$ cat config.mk
export PLATFORM = sky130hd
export DESIGN_NAME = mem_load_resp_buf
export DESIGN_NICKNAME = d
export VERILOG_FILES = /design/src/rtl/mem_pkg.sv /design/src/rtl/load_extract.sv /design/src/rtl/mem_load_resp_buf.sv
export SDC_FILE = /design/constraint.sdc
export NUM_CORES = 1
export LEC_CHECK = 0
export ABC_AREA = 1
export BUFFER_PORTS_ARGS = -buffer_cell sky130_fd_sc_hd__buf_2
export CELL_PAD_IN_SITES_DETAIL_PLACEMENT = 1
export CELL_PAD_IN_SITES_GLOBAL_PLACEMENT = 2
export CORE_MARGIN = 2
export CORE_UTILIZATION = 25
export DETAILED_ROUTE_END_ITERATION = 8
export GPL_ROUTABILITY_DRIVEN = 0
export PLACE_DENSITY = 0.54
export SLEW_MARGIN = 20
export SYNTH_ARGS = -nofsm -noshare
export SYNTH_HDL_FRONTEND = slang
export SYNTH_SLANG_ARGS = --single-unit
$ cat constraint.sdc
create_clock -name clk -period 2.6 [get_ports clk]
set_clock_uncertainty 0.15 [all_clocks]
set_input_delay 0.52 -clock clk [delete_from_list [all_inputs] [get_ports clk]]
set_output_delay 0.52 -clock clk [all_outputs]
set_load 0.03 [all_outputs]
$ cat src/rtl/mem_pkg.sv
// Shared definitions for the memory-stage load response buffer:
// load-op encodings, per-entry state and the address-offset width helper.
package mem_pkg;

    localparam int LOP_W   = 7;
    localparam int LOP_LB  = 0;
    localparam int LOP_LH  = 1;
    localparam int LOP_LW  = 2;
    localparam int LOP_LBU = 3;
    localparam int LOP_LHU = 4;
    localparam int LOP_LWU = 5;
    localparam int LOP_LD  = 6;

    localparam logic [LOP_W-1:0] OP_LB  = LOP_W'(1) << LOP_LB;
    localparam logic [LOP_W-1:0] OP_LH  = LOP_W'(1) << LOP_LH;
    localparam logic [LOP_W-1:0] OP_LW  = LOP_W'(1) << LOP_LW;
    localparam logic [LOP_W-1:0] OP_LBU = LOP_W'(1) << LOP_LBU;
    localparam logic [LOP_W-1:0] OP_LHU = LOP_W'(1) << LOP_LHU;
    localparam logic [LOP_W-1:0] OP_LWU = LOP_W'(1) << LOP_LWU;
    localparam logic [LOP_W-1:0] OP_LD  = LOP_W'(1) << LOP_LD;

    typedef enum logic [1:0] {
        ENT_FREE = 2'd0,
        ENT_PEND = 2'd1,
        ENT_DONE = 2'd2,
        ENT_CANC = 2'd3
    } ent_state_e;

    function automatic int addr_lo_w(input int data_w);
        return $clog2(data_w / 8);
    endfunction

endpackage

$ cat src/rtl/load_extract.sv
// Combinational load aligner: picks the addressed byte/half/word out of the
// read data and sign- or zero-extends it to DATA_W bits.
module load_extract
    import mem_pkg::*;
#(
    parameter int DATA_W = 32
) (
    input  logic [LOP_W-1:0]             op_i,
    input  logic [addr_lo_w(DATA_W)-1:0] addr_lo_i,
    input  logic [DATA_W-1:0]            data_i,
    output logic [DATA_W-1:0]            data_o
);

    localparam int AW = addr_lo_w(DATA_W);

    logic [DATA_W-1:0] byteSh;
    logic [DATA_W-1:0] halfSh;
    logic [DATA_W-1:0] wordSh;

    // On a 32-bit bus the word is always the whole bus, so lwu degenerates to lw.
    always_comb begin
        byteSh = data_i >> {addr_lo_i, 3'b000};
        halfSh = data_i >> {addr_lo_i[AW-1:1], 4'b0000};
        wordSh = data_i;
        if (DATA_W == 64) begin
            wordSh = data_i >> {addr_lo_i[AW-1], 5'b00000};
        end
        data_o = '0;
        case (op_i)
            OP_LB:   data_o = DATA_W'(signed'(byteSh[7:0]));
            OP_LH:   data_o = DATA_W'(signed'(halfSh[15:0]));
            OP_LW:   data_o = DATA_W'(signed'(wordSh[31:0]));
            OP_LBU:  data_o = DATA_W'(byteSh[7:0]);
            OP_LHU:  data_o = DATA_W'(halfSh[15:0]);
            OP_LWU:  data_o = (DATA_W == 64) ? DATA_W'(wordSh[31:0])
                                             : DATA_W'(signed'(wordSh[31:0]));
            OP_LD:   data_o = data_i;
            default: data_o = '0;
        endcase
    end

endmodule

$ cat src/rtl/mem_load_resp_buf.sv
// In-order load response buffer between the data SRAM and writeback.
// Optional same-cycle response bypass is enabled with `define MEM_RSP_BYPASS_EN.
module mem_load_resp_buf
    import mem_pkg::*;
#(
    parameter int DEPTH  = 4,
    parameter int DATA_W = 32,
    parameter int META_W = 38
) (
    input  logic                         clk,
    input  logic                         reset,
    input  logic                         req_fire,
    input  logic [LOP_W-1:0]             req_load_op,
    input  logic [addr_lo_w(DATA_W)-1:0] req_addr_lo,
    input  logic [META_W-1:0]            req_meta,
    output logic                         req_allowin,
    input  logic                         flush,
    input  logic                         rsp_valid,
    input  logic [DATA_W-1:0]            rsp_data,
    output logic                         out_valid,
    input  logic                         out_ready,
    output logic [DATA_W-1:0]            out_data,
    output logic [META_W-1:0]            out_meta,
    output logic                         busy
);

    localparam int AW = addr_lo_w(DATA_W);
    localparam int PW = $clog2(DEPTH);
    localparam int CW = PW + 1;

    ent_state_e        state_q [DEPTH];
    ent_state_e        state_d [DEPTH];
    logic [LOP_W-1:0]  op_q    [DEPTH];
    logic [AW-1:0]     addr_q  [DEPTH];
    logic [META_W-1:0] meta_q  [DEPTH];
    logic [DATA_W-1:0] data_q  [DEPTH];

    logic [PW-1:0] head_q, head_d, tail_q, tail_d, rptr_q, rptr_d;
    logic [CW-1:0] count_q, count_d, outst_q, outst_d;

    logic              alloc, rspHit, rspCanc, pop;
    logic [DATA_W-1:0] extData;

    load_extract #(.DATA_W(DATA_W)) u_extract (
        .op_i      (op_q[rptr_q]),
        .addr_lo_i (addr_q[rptr_q]),
        .data_i    (rsp_data),
        .data_o    (extData)
    );

    assign req_allowin = (count_q < CW'(DEPTH));
    assign busy        = (outst_q != '0);
    assign alloc       = req_fire && req_allowin;
    assign rspHit      = rsp_valid && (outst_q != '0);
    assign rspCanc     = rspHit && (state_q[rptr_q] == ENT_CANC);
    assign pop         = out_valid && out_ready;

    always_comb begin
        out_valid = (state_q[head_q] == ENT_DONE);
        out_data  = out_valid ? data_q[head_q] : '0;
        out_meta  = out_valid ? meta_q[head_q] : '0;
`ifdef MEM_RSP_BYPASS_EN
        if (rspHit && !flush && (state_q[head_q] == ENT_PEND) && (rptr_q == head_q)) begin
            out_valid = 1'b1;
            out_data  = extData;
            out_meta  = meta_q[head_q];
        end
`endif
    end

    // Entries before the response pointer are DONE and the rest are PENDING or
    // CANCELLED, so a flush simply frees everything up to the response pointer.
    always_comb begin
        state_d = state_q;
        if (rspHit) begin
            state_d[rptr_q] = ((state_q[rptr_q] == ENT_PEND) && !flush) ? ENT_DONE : ENT_FREE;
        end
        if (pop) begin
            state_d[head_q] = ENT_FREE;
        end
        if (flush) begin
            for (int i = 0; i < DEPTH; i++) begin
                if (state_d[i] == ENT_PEND) begin
                    state_d[i] = ENT_CANC;
                end else if (state_d[i] == ENT_DONE) begin
                    state_d[i] = ENT_FREE;
                end
            end
        end
        if (alloc) begin
            state_d[tail_q] = flush ? ENT_CANC : ENT_PEND;
        end

        tail_d  = tail_q + PW'(alloc);
        rptr_d  = rptr_q + PW'(rspHit);
        outst_d = outst_q + CW'(alloc) - CW'(rspHit);
        if (flush) begin
            head_d  = rptr_d;
            count_d = outst_d;
        end else begin
            head_d  = head_q + PW'(pop) + PW'(rspCanc);
            count_d = count_q + CW'(alloc) - CW'(pop) - CW'(rspCanc);
        end
    end

    always_ff @(posedge clk or posedge reset) begin
        if (reset) begin
            for (int i = 0; i < DEPTH; i++) begin
                state_q[i] <= ENT_FREE;
            end
            head_q  <= '0;
            tail_q  <= '0;
            rptr_q  <= '0;
            count_q <= '0;
            outst_q <= '0;
        end else begin
            state_q <= state_d;
            head_q  <= head_d;
            tail_q  <= tail_d;
            rptr_q  <= rptr_d;
            count_q <= count_d;
            outst_q <= outst_d;
        end
    end

    // Payload storage needs no reset: it is only observed through a DONE entry.
    always_ff @(posedge clk) begin
        if (alloc) begin
            op_q[tail_q]   <= req_load_op;
            addr_q[tail_q] <= req_addr_lo;
            meta_q[tail_q] <= req_meta;
        end
        if (rspHit) begin
            data_q[rptr_q] <= extData;
        end
    end

    a_req_when_full: assert property (@(posedge clk) disable iff (reset)
        req_fire |-> req_allowin);
    a_rsp_unexpected: assert property (@(posedge clk) disable iff (reset)
        rsp_valid |-> (outst_q != '0));
    a_ld_on_32bit: assert property (@(posedge clk) disable iff (reset)
        (req_fire && (DATA_W == 32)) |-> (req_load_op != OP_LD));

endmodule

==> results.tsv, run 1 <==
metric	value	unit
most frequent cells after synthesis	edfxtp_1, nand2_1, a22oi_1, a31oi_1, inv_1	
vias per cell	4.505	
placed cell count	1958	
Congestion Overflow GR	0	
minimum clock period	2978	ps
peak supply drop	463.5	uV
EDFF count, synth	316	
htree depth	2	
Hold Path Class	primary input to flip-flop	
DRT iter0 DRCs	388	
count of final setup violators	74	
CTS tree	built	
total negative slack	-22600	ps
syn_nets	1160	
FFs w/ async S/R, synth	0.05952	
power per cell area	1295	mW/mm^2
Unique masters post-synth	36	
unrepaired setup endpoints after global routing	true	
Tcrit/Tclk final	1.145	
Slew headroom	0.6378	
clk sink count	336	
vias in the first global route	9899	
CORE AREA	0.05403	mm^2
diode count	0	
FF+latch count, synth	336	
Worst EP required	1930	ps
clock tree buffer depth	3	
Pins Over Slew Limit	0	
count leader, synth	edfxtp_1	
CP startpoint kind	flip-flop	
Crit Path Class	flip-flop to output port	
Worst-Skew Late Latency	560	ps
die extent in y	238.4	um
Worst Path Arrival	2310	ps
crit-path max FO	10	
PnR worst setup slack	-378.2	ps
final non-filler cell total	2074	
initial antenna violation count	0	
site row count	85	
crit end category	output port	
routed vias	9343	
cell count after synthesis	1065	
Avg Inst Size Synth	12.90	um^2
Initial Utilization	0.2542	
Netlist Area Pre-Place	0.01374	mm^2
gr usage total	0.1478	
Worst-path clk slew	60	ps
Max Cap Violations	0	
main area contributors after synthesis	edfxtp_1, nand2_1, a22oi_1	
Tightest Pin Transition	542.4	ps
top cell type's share of synthesized area	0.6908	
CTS buffer count	41	
clock root cell	clkbuf_16	
final wirelength	41890	um
failing checks	setup timing	
FMAX	335.8	MHz
share of cells above drive strength 1	0.3012	
outcome	complete, but fails checks	
Area Growth Syn to Fin	35.72	%
DR pass1 iterations	4	
DIE WIDTH	238.4	um
DR WL/cell	20.20	um
register area share after synthesis	0.7273	
Buffers on Ports	157	
endpoints failing hold	0	
ANT nets after route	0	
Leak	6.872	nW
DP HPWL	26580	um
DRC errors left	0	
largest net degree at the start of global routing	40	
I/O Pins	158	
die area	0.05683	mm^2
Top FF cell, synth	edfxtp_1	
cell taking the most area after synthesis	edfxtp_1	
final net count	1447	
Yosys warning count	0	
first-pass GRT wire length	62530	um
Post-Route Utilization	0.3450	
-- where the power goes --
| part | switching [mW] | internal, mW | total (mW) |
|---|---|---|---|
| sequential | 0.401 | 7.52 | 7.92 |
| clock | 2.17 | 2.90 | 5.08 |
| combinational | 7.01 | 4.14 | 11.2 |
| total | 9.58 | 14.6 | 24.1 |
-- state kept, by name (all words and copies together), names as in the netlist --
| register | flops |
|---|---|
| addr_q | 8 |
| count_q | 3 |
| data_q | 128 |
| head_q | 2 |
| meta_q | 152 |
| op_q | 28 |
| outst_q | 3 |
| rptr_q | 2 |
| state_q | 8 |
| tail_q | 2 |
-- through the flow --
step / instance area (um^2) / hold slack (ps) / power [mW] / setup WS (ps)
after floorplan: 13790 / 307.8 / 13.50 / -62.09
after global placement: 16140 / 322.8 / 17.55 / -23.56
after detailed placement: 16140 / 335.8 / 17.64 / -72.47
after CTS: 18310 / 0.3514 / 24.02 / -430.9
after global routing: 18640 / 13.07 / 25.68 / -504.5
final: 18640 / 37.46 / 24.15 / -378.2
-- cell usage in the layout, fill, tap and decap left out, drive strengths merged --
cell	instances
a211oi	5
a21boi	1
a21oi	3
a22oi	70
a31oi	70
buf	254
clkbuf	56
clkinv	13
clkinvlp	1
dfrtp	20
dlygate4sd3	38
edfxtp	316
fa	3
ha	7
inv	59
mux2	10
nand2	333
nand3	52
nand3b	8
nand4	6
nor2	38
o2111ai	2
o21a	1
o21ai	5
xnor2	3
xor2	4
-- layer usage --
layer / GRT usage / vias up / wire, um
met5: 0 / - / 0
met4: 0.04223 / 0 / 911
met3: 0.02950 / 59 / 1536
met2: 0.2469 / 139 / 20390
met1: 0.1945 / 4708 / 19050
li1: - / 4437 / -
-- repair_timing --
item                                    CTS  global route
endpoints found under the setup margin   73           202
setup buffers                             4             2
cloned                                    2             1
hold buffers                             38             0
hold endpoints to repair                156             0
pin swaps                                 1             0
resized for setup                       140            56
-- area by class of cell --
cell class / count / area, um^2
fillers: 5775 / 35390
flip-flops and latches: 336 / 9995
multi-input cells: 621 / 3730
repair buffers: 293 / 2643
clock buffers: 55 / 1079
well taps: 696 / 870.8
inverters: 59 / 229.0
clock inverters: 14 / 96.34
-- critical path, cell delays in order (launching register included) --
cell	delay (ps)
dfrtp_2	450
inv_2	90
nor2_4	50
nand2_2	60
nand2_2	50
a211oi_4	180
nand2_2	130
buf_8	180
clkbuf_16	190
a31oi_1	150
buf_4	190
-- cells by family (layout without fill, tap and decap cells) --
logic type / count (synthesis) / in the layout / share of synthesized area
AO/OA/AOI/OAI: 157 / 157 / 0.07961
XOR/XNOR: 7 / 7 / 0.004464
adder cells (fa/ha/maj): 10 / 10 / 0.01075
buffers and inverters: 108 / 421 / 0.03443
flip-flops: 336 / 336 / 0.7273
multiplexers: 10 / 10 / 0.008198
AND/OR/NAND/NOR: 437 / 437 / 0.1353
-- final timing paths --
kind / from / to / slack [ps] / cells past startpoint
worst max-delay path: head_q[0] / out_meta[0] / -380 / 10
worst min-delay path: req_load_op[4] / op_q[2][4] / 40 / 1
worst max register to register: head_q[0] / count_q[1] / -210 / 14
worst min register to register: outst_q[1] / outst_q[2] / 350 / 1
max in group asynchronous: reset / head_q[1] / 1660 / 4
min in group asynchronous: reset / state_q[6] / 380 / 4
Power figures use the tool's default switching activity.
==> inputs of run 2 (changes only) <==
CORE_UTILIZATION = 36   (was 25)
PLACE_DENSITY = 0.73   (was 0.54)
==> results.tsv, run 2 (synthesis gave the netlist of run 1 again) <==
metric	value	unit	change
site row count	71		-16%
CTS tree	built		
initial antenna violation count	4		+4
die extent in y	199.3	um	-16%
DRC errors left	0		unchanged
Max Cap Violations	0		unchanged
DRT iter0 DRCs	480		+24%
max FFs per register	152		unchanged
Area Growth Syn to Fin	35.30	%	
commonest cells after routing, fill and taps aside	edfxtp_1, nand2_1, buf_2		
Tcrit/Tclk final	1.163		+0.01726
slowest CP cell	dfrtp_2		
final wirelength	40510	um	-3.3%
outcome	complete, but fails checks		
power per cell area	1372	mW/mm^2	+5.9%
grt met3 use	0.03308		+0.003580
DP HPWL	23740	um	-11%
count of final setup violators	74		unchanged
ANT nets after route	0		unchanged
gr usage total	0.2033		+0.05556
Pins Over Slew Limit	0		unchanged
CTS buffer count	38		-7.3%
Worst EP required	1930	ps	about the same
crit-path max FO	14		+4
failing checks	setup timing		
DIE WIDTH	199.3	um	-16%
Worst-Skew Late Latency	540	ps	-20 ps
critical-path cell list	inv_2, nor2_4, nand2_2, nand2_2, a211oi_4, nand2_4, buf_16, buf_4, a31oi_4, buf_6		
FMAX	330.8	MHz	-1.5%
Crit Path Class	flip-flop to output port		
first-pass GRT wire length	59630	um	-4.6%
Slew headroom	0.4241		-0.2137
Hold Path Class	primary input to flip-flop		
Buffers on Ports	157		unchanged
CP startpoint kind	flip-flop		
unrepaired setup endpoints after global routing	true		
Tightest Pin Transition	862.9	ps	+320.4 ps
minimum clock period	3023	ps	+44.87 ps
global route hottest layer	met2		
Congestion Overflow GR	0		unchanged
met1 usage	0.2525		+0.05797
htree depth	2		unchanged
vias in the first global route	9880		-0.19%
routed vias	9274		-0.74%
clk sink count	336		unchanged
endpoints failing hold	0		unchanged
diode count	0		unchanged
PnR worst setup slack	-423.1	ps	-44.87 ps
clock tree buffer depth	3		unchanged
I/O Pins	158		unchanged
Initial Utilization	0.3655		+0.1113
CORE AREA	0.03758	mm^2	-30%
most common cell after layout, fill and taps aside	edfxtp_1		
final net count	1396		-3.5%
most frequent cell on the critical path	nand2_2		
Post-Route Utilization	0.4946		+0.1495
Worst Path Arrival	2350	ps	+40 ps
GR met2 Demand/Resource	0.3675		+0.1206
total negative slack	-26500	ps	-3899 ps
peak supply drop	803.9	uV	+73%
Worst-path clk slew	60	ps	about the same
Worst Path Buf+Inv	4		unchanged
share of cells above drive strength 1	0.3228		+0.02164
DR WL/cell	22.02	um	+9.0%
clock root cell	clkbuf_16		
largest net degree at the start of global routing	58		+45%
Max stage delay on crit path	460	ps	about the same
die area	0.03973	mm^2	-30%
crit end category	output port		
Biggest register	meta_q		
vias per cell	5.040		+12%
FILL cells	3795		-34%
Top Registers	meta_q: 152 flops, data_q: 128 flops, op_q: 28 flops		
Leak	6.760	nW	-1.6%
flop2flop setup slack	-320	ps	-110 ps
DR pass1 iterations	4		unchanged
Largest delay share family, worst path	buffers and inverters		
==> run 2: worst paths after layout <==
check                           depth (start not counted)            end    startpoint
worst max-delay path                                   10    out_data[4]     head_q[0]
worst min-delay path                                    1  meta_q[1][25]  req_meta[25]
worst max register to register                         16     count_q[1]     head_q[0]
worst min register to register                          1      tail_q[1]     tail_q[1]
max in group asynchronous                               3      head_q[1]         reset
min in group asynchronous                               3     outst_q[0]         reset
==> run 2: what timing repair did <==
action                                  CTS  global route
endpoints found under the hold margin     6             0
gates resized for setup                 192            66
hold buffers                              1             0
setup buffers                             6             5
endpoints found under the setup margin   85           150
gates cloned                              6             2
==> run 2: where the power goes <==
group	internal (mW)	switching [mW]	total [mW]	leakage, nW
Combinational	4.70	7.70	12.4	3.05
Clock	3.06	2.10	5.17	0.584
Sequential	7.52	0.424	7.94	3.12
==> run 2: cell type report <==
type | count | area, um^2 | area share
clock buffer | 51 | 1021 | 0.05494
clock inverter | 17 | 170.2 | 0.009156
inverter | 59 | 229.0 | 0.01232
multi-input combinational | 621 | 4197 | 0.2258
sequential | 336 | 9995 | 0.5378
tap | 511 | 639.4 | 0.03440
timing repair buffer | 245 | 2333 | 0.1256
==> run 2: routing by layer <==
layer,wire length (um),vias to the layer above
li1,-,4329
met1,17100,4680
met2,20920,198
met3,1659,59
met4,777,8
met5,54,-
==> run 2: through the flow <==
stage               cell area (um^2)  std cells  power (mW)  hold slack, ps  setup slack, ps
floorplan                      13790       1065       13.50           307.8           -62.09
global placement               15710       1752       17.01           375.9           -10.85
detailed placement             15710       1752       17.19           386.9           -81.57
CTS                            18070       1833       24.85           8.259           -463.2
global route                   18580       1840       26.83           28.47           -518.6
finish                         18580       1840       25.50           41.68           -423.1
==> inputs of run 3 (changes only) <==
CORE_UTILIZATION = 30   (was 36)
PLACE_DENSITY = 0.63   (was 0.73)
==> results.tsv, run 3 (synthesis gave the netlist of run 1 again) <==
metric	value	unit	change
initial antenna violation count	0		-4
Buffers on Ports	157		unchanged
Max stage delay on crit path	450	ps	about the same
FILL cells	4672		+23%
CP startpoint kind	flip-flop		
placed cell area	0.01584	mm^2	+0.80%
endpoints failing hold	0		unchanged
failing checks	setup timing		
Biggest register	meta_q		
clock root cell	clkbuf_16		
Leak	6.905	nW	+2.2%
DP HPWL	24260	um	+2.2%
gr usage total	0.1665		-0.03686
Initial Utilization	0.3033		-0.06220
area of the multi-input gates	0.004103	mm^2	-2.2%
final net count	1420		+1.7%
crit end category	output port		
largest net degree at the start of global routing	40		-31%
Layout Cell Area excl Fill	0.01892	mm^2	+1.8%
count of final setup violators	74		unchanged
CTS tree	built		
vias per cell	4.772		-5.3%
Worst Min Path Start	req_meta[10]		
Max Cap Violations	0		unchanged
CORE AREA	0.04528	mm^2	+21%
Post-Route Utilization	0.4178		-0.07678
DR WL/cell	20.08	um	-8.8%
routed vias	9339		+0.70%
DRC errors left	0		unchanged
htree depth	2		unchanged
power per cell area	1355	mW/mm^2	-1.3%
most frequent cell on the critical path	nand2_2		
crit path from	head_q[0]		
DIE WIDTH	218.0	um	+9.4%
Reg area	0.009993	mm^2	about the same
Tightest Pin Transition	832.9	ps	-29.94 ps
unrepaired setup endpoints after global routing	true		
Worst Path Buf+Inv	4		unchanged
DR pass1 iterations	6		+2
share of cells above drive strength 1	0.3206		-0.002239
Hold Path Class	primary input to flip-flop		
max FFs per register	152		unchanged
slowest CP cell	dfrtp_2		
Largest delay share family, worst path	buffers and inverters		
total negative slack	-24140	ps	+2359 ps
final wirelength	39290	um	-3.0%
DRT iter0 DRCs	405		-16%
diode count	0		unchanged
clock tree buffer depth	3		unchanged
commonest cells after routing, fill and taps aside	edfxtp_1, nand2_1, buf_2		
die extent in y	218.0	um	+9.4%
Worst-Skew Late Latency	550	ps	about the same
Tcrit/Tclk final	1.151		-0.01136
clk sink count	336		unchanged
PnR worst setup slack	-393.5	ps	+29.53 ps
outcome	complete, but fails checks		
FMAX	334.1	MHz	+0.99%
vias in the first global route	10050		+1.8%
Congestion Overflow GR	0		unchanged
Crit Path Class	flip-flop to output port		
CTS buffer count	41		+7.9%
Area Growth Syn to Fin	37.73	%	
Worst Path Arrival	2320	ps	-30 ps
Worst EP required	1930	ps	about the same
most common cell after layout, fill and taps aside	edfxtp_1		
site row count	78		+9.9%
critical-path cell list	inv_2, nor2_4, nand2_2, nand2_2, a211oi_4, nand2_4, buf_12, a31oi_1, buf_4, clkbuf_4		
crit-path max FO	27		+13
Place WS	-74.89	ps	+6.681 ps
first-pass GRT wire length	59920	um	+0.49%
Pins Over Slew Limit	0		unchanged
ANT nets after route	0		unchanged
peak supply drop	563.0	uV	-30%
I/O Pins	158		unchanged
Slew headroom	0.4441		+0.01998
Worst-path clk slew	60	ps	about the same
minimum clock period	2994	ps	-29.53 ps
reg-to-reg critical path startpoint	head_q[0]		
die area	0.04751	mm^2	+20%
Top Registers	meta_q: 152 flops, data_q: 128 flops, op_q: 28 flops		
==> run 3: worst reg2reg max path, cell delays in order (launching register included) <==
cell      delay, ps
dfrtp_2         450
inv_2           100
nor2_4           50
nand2_2          60
nand2_2          60
a211oi_4        220
nand2_4         120
buf_8           170
buf_6           120
inv_4            50
nand2_4          60
fa_2            360
inv_2            80
ha_4            190
inv_2            70
ha_4            200
mux2_2          250
==> run 3: cell type report <==
class / count / share of cell area
Clock inverter: 26 / 0.01726
Timing Repair Buffer: 266 / 0.1284
Sequential cell: 336 / 0.5282
Tap cell: 600 / 0.03968
Multi-Input combinational cell: 621 / 0.2169
Inverter: 59 / 0.01210
Clock buffer: 49 / 0.05747
==> run 3: per-stage QoR <==
stage | std cells | power (mW) | hold WS, ps
final | 1957 | 25.63 | 31.98
after global placement | 1848 | 17.20 | 387.8
after floorplan | 1065 | 13.50 | 307.8
after global routing | 1957 | 27.05 | 11.98
after CTS | 1955 | 25.11 | 0.7988
after detailed placement | 1848 | 17.35 | 405.6
==> run 3: path summary, 6_finish.rpt <==
| kind | endpoint | slack (ps) | cells past startpoint |
|---|---|---|---|
| worst max-delay path | out_data[1] | -390 | 10 |
| worst min-delay path | meta_q[3][10] | 30 | 1 |
| worst max register to register | count_q[1] | -250 | 16 |
| worst min register to register | tail_q[1] | 410 | 1 |
| max in group asynchronous | rptr_q[0] | 1200 | 3 |
| min in group asynchronous | outst_q[0] | 520 | 3 |
==> run 3: where the power goes <==
part / switching [mW] / internal [mW] / total, mW
Clock: 2.30 / 3.62 / 5.92
Combinational: 7.36 / 4.44 / 11.8
Sequential: 0.402 / 7.51 / 7.92
Total: 10.1 / 15.6 / 25.6
==> run 3: per-layer routing <==
layer / part of all wire / routed length [um] / global-route usage / up-vias
li1: - / - / - / 4387
met1: 0.45 / 17540 / 0.2156 / 4741
met2: 0.50 / 19690 / 0.2853 / 155
met3: 0.031 / 1207 / 0.02831 / 56
met4: 0.022 / 853 / 0.04943 / 0
met5: 0 / 0 / 0 / -
==> run 3: what timing repair did <==
item	4_1_cts	5_1_grt
setup endpoints to repair	73	204
hold endpoints to repair	99	0
hold buffers	25	0
cloned	2	2
buffers inserted	5	0
pin swaps	2	4
resized for setup	179	76
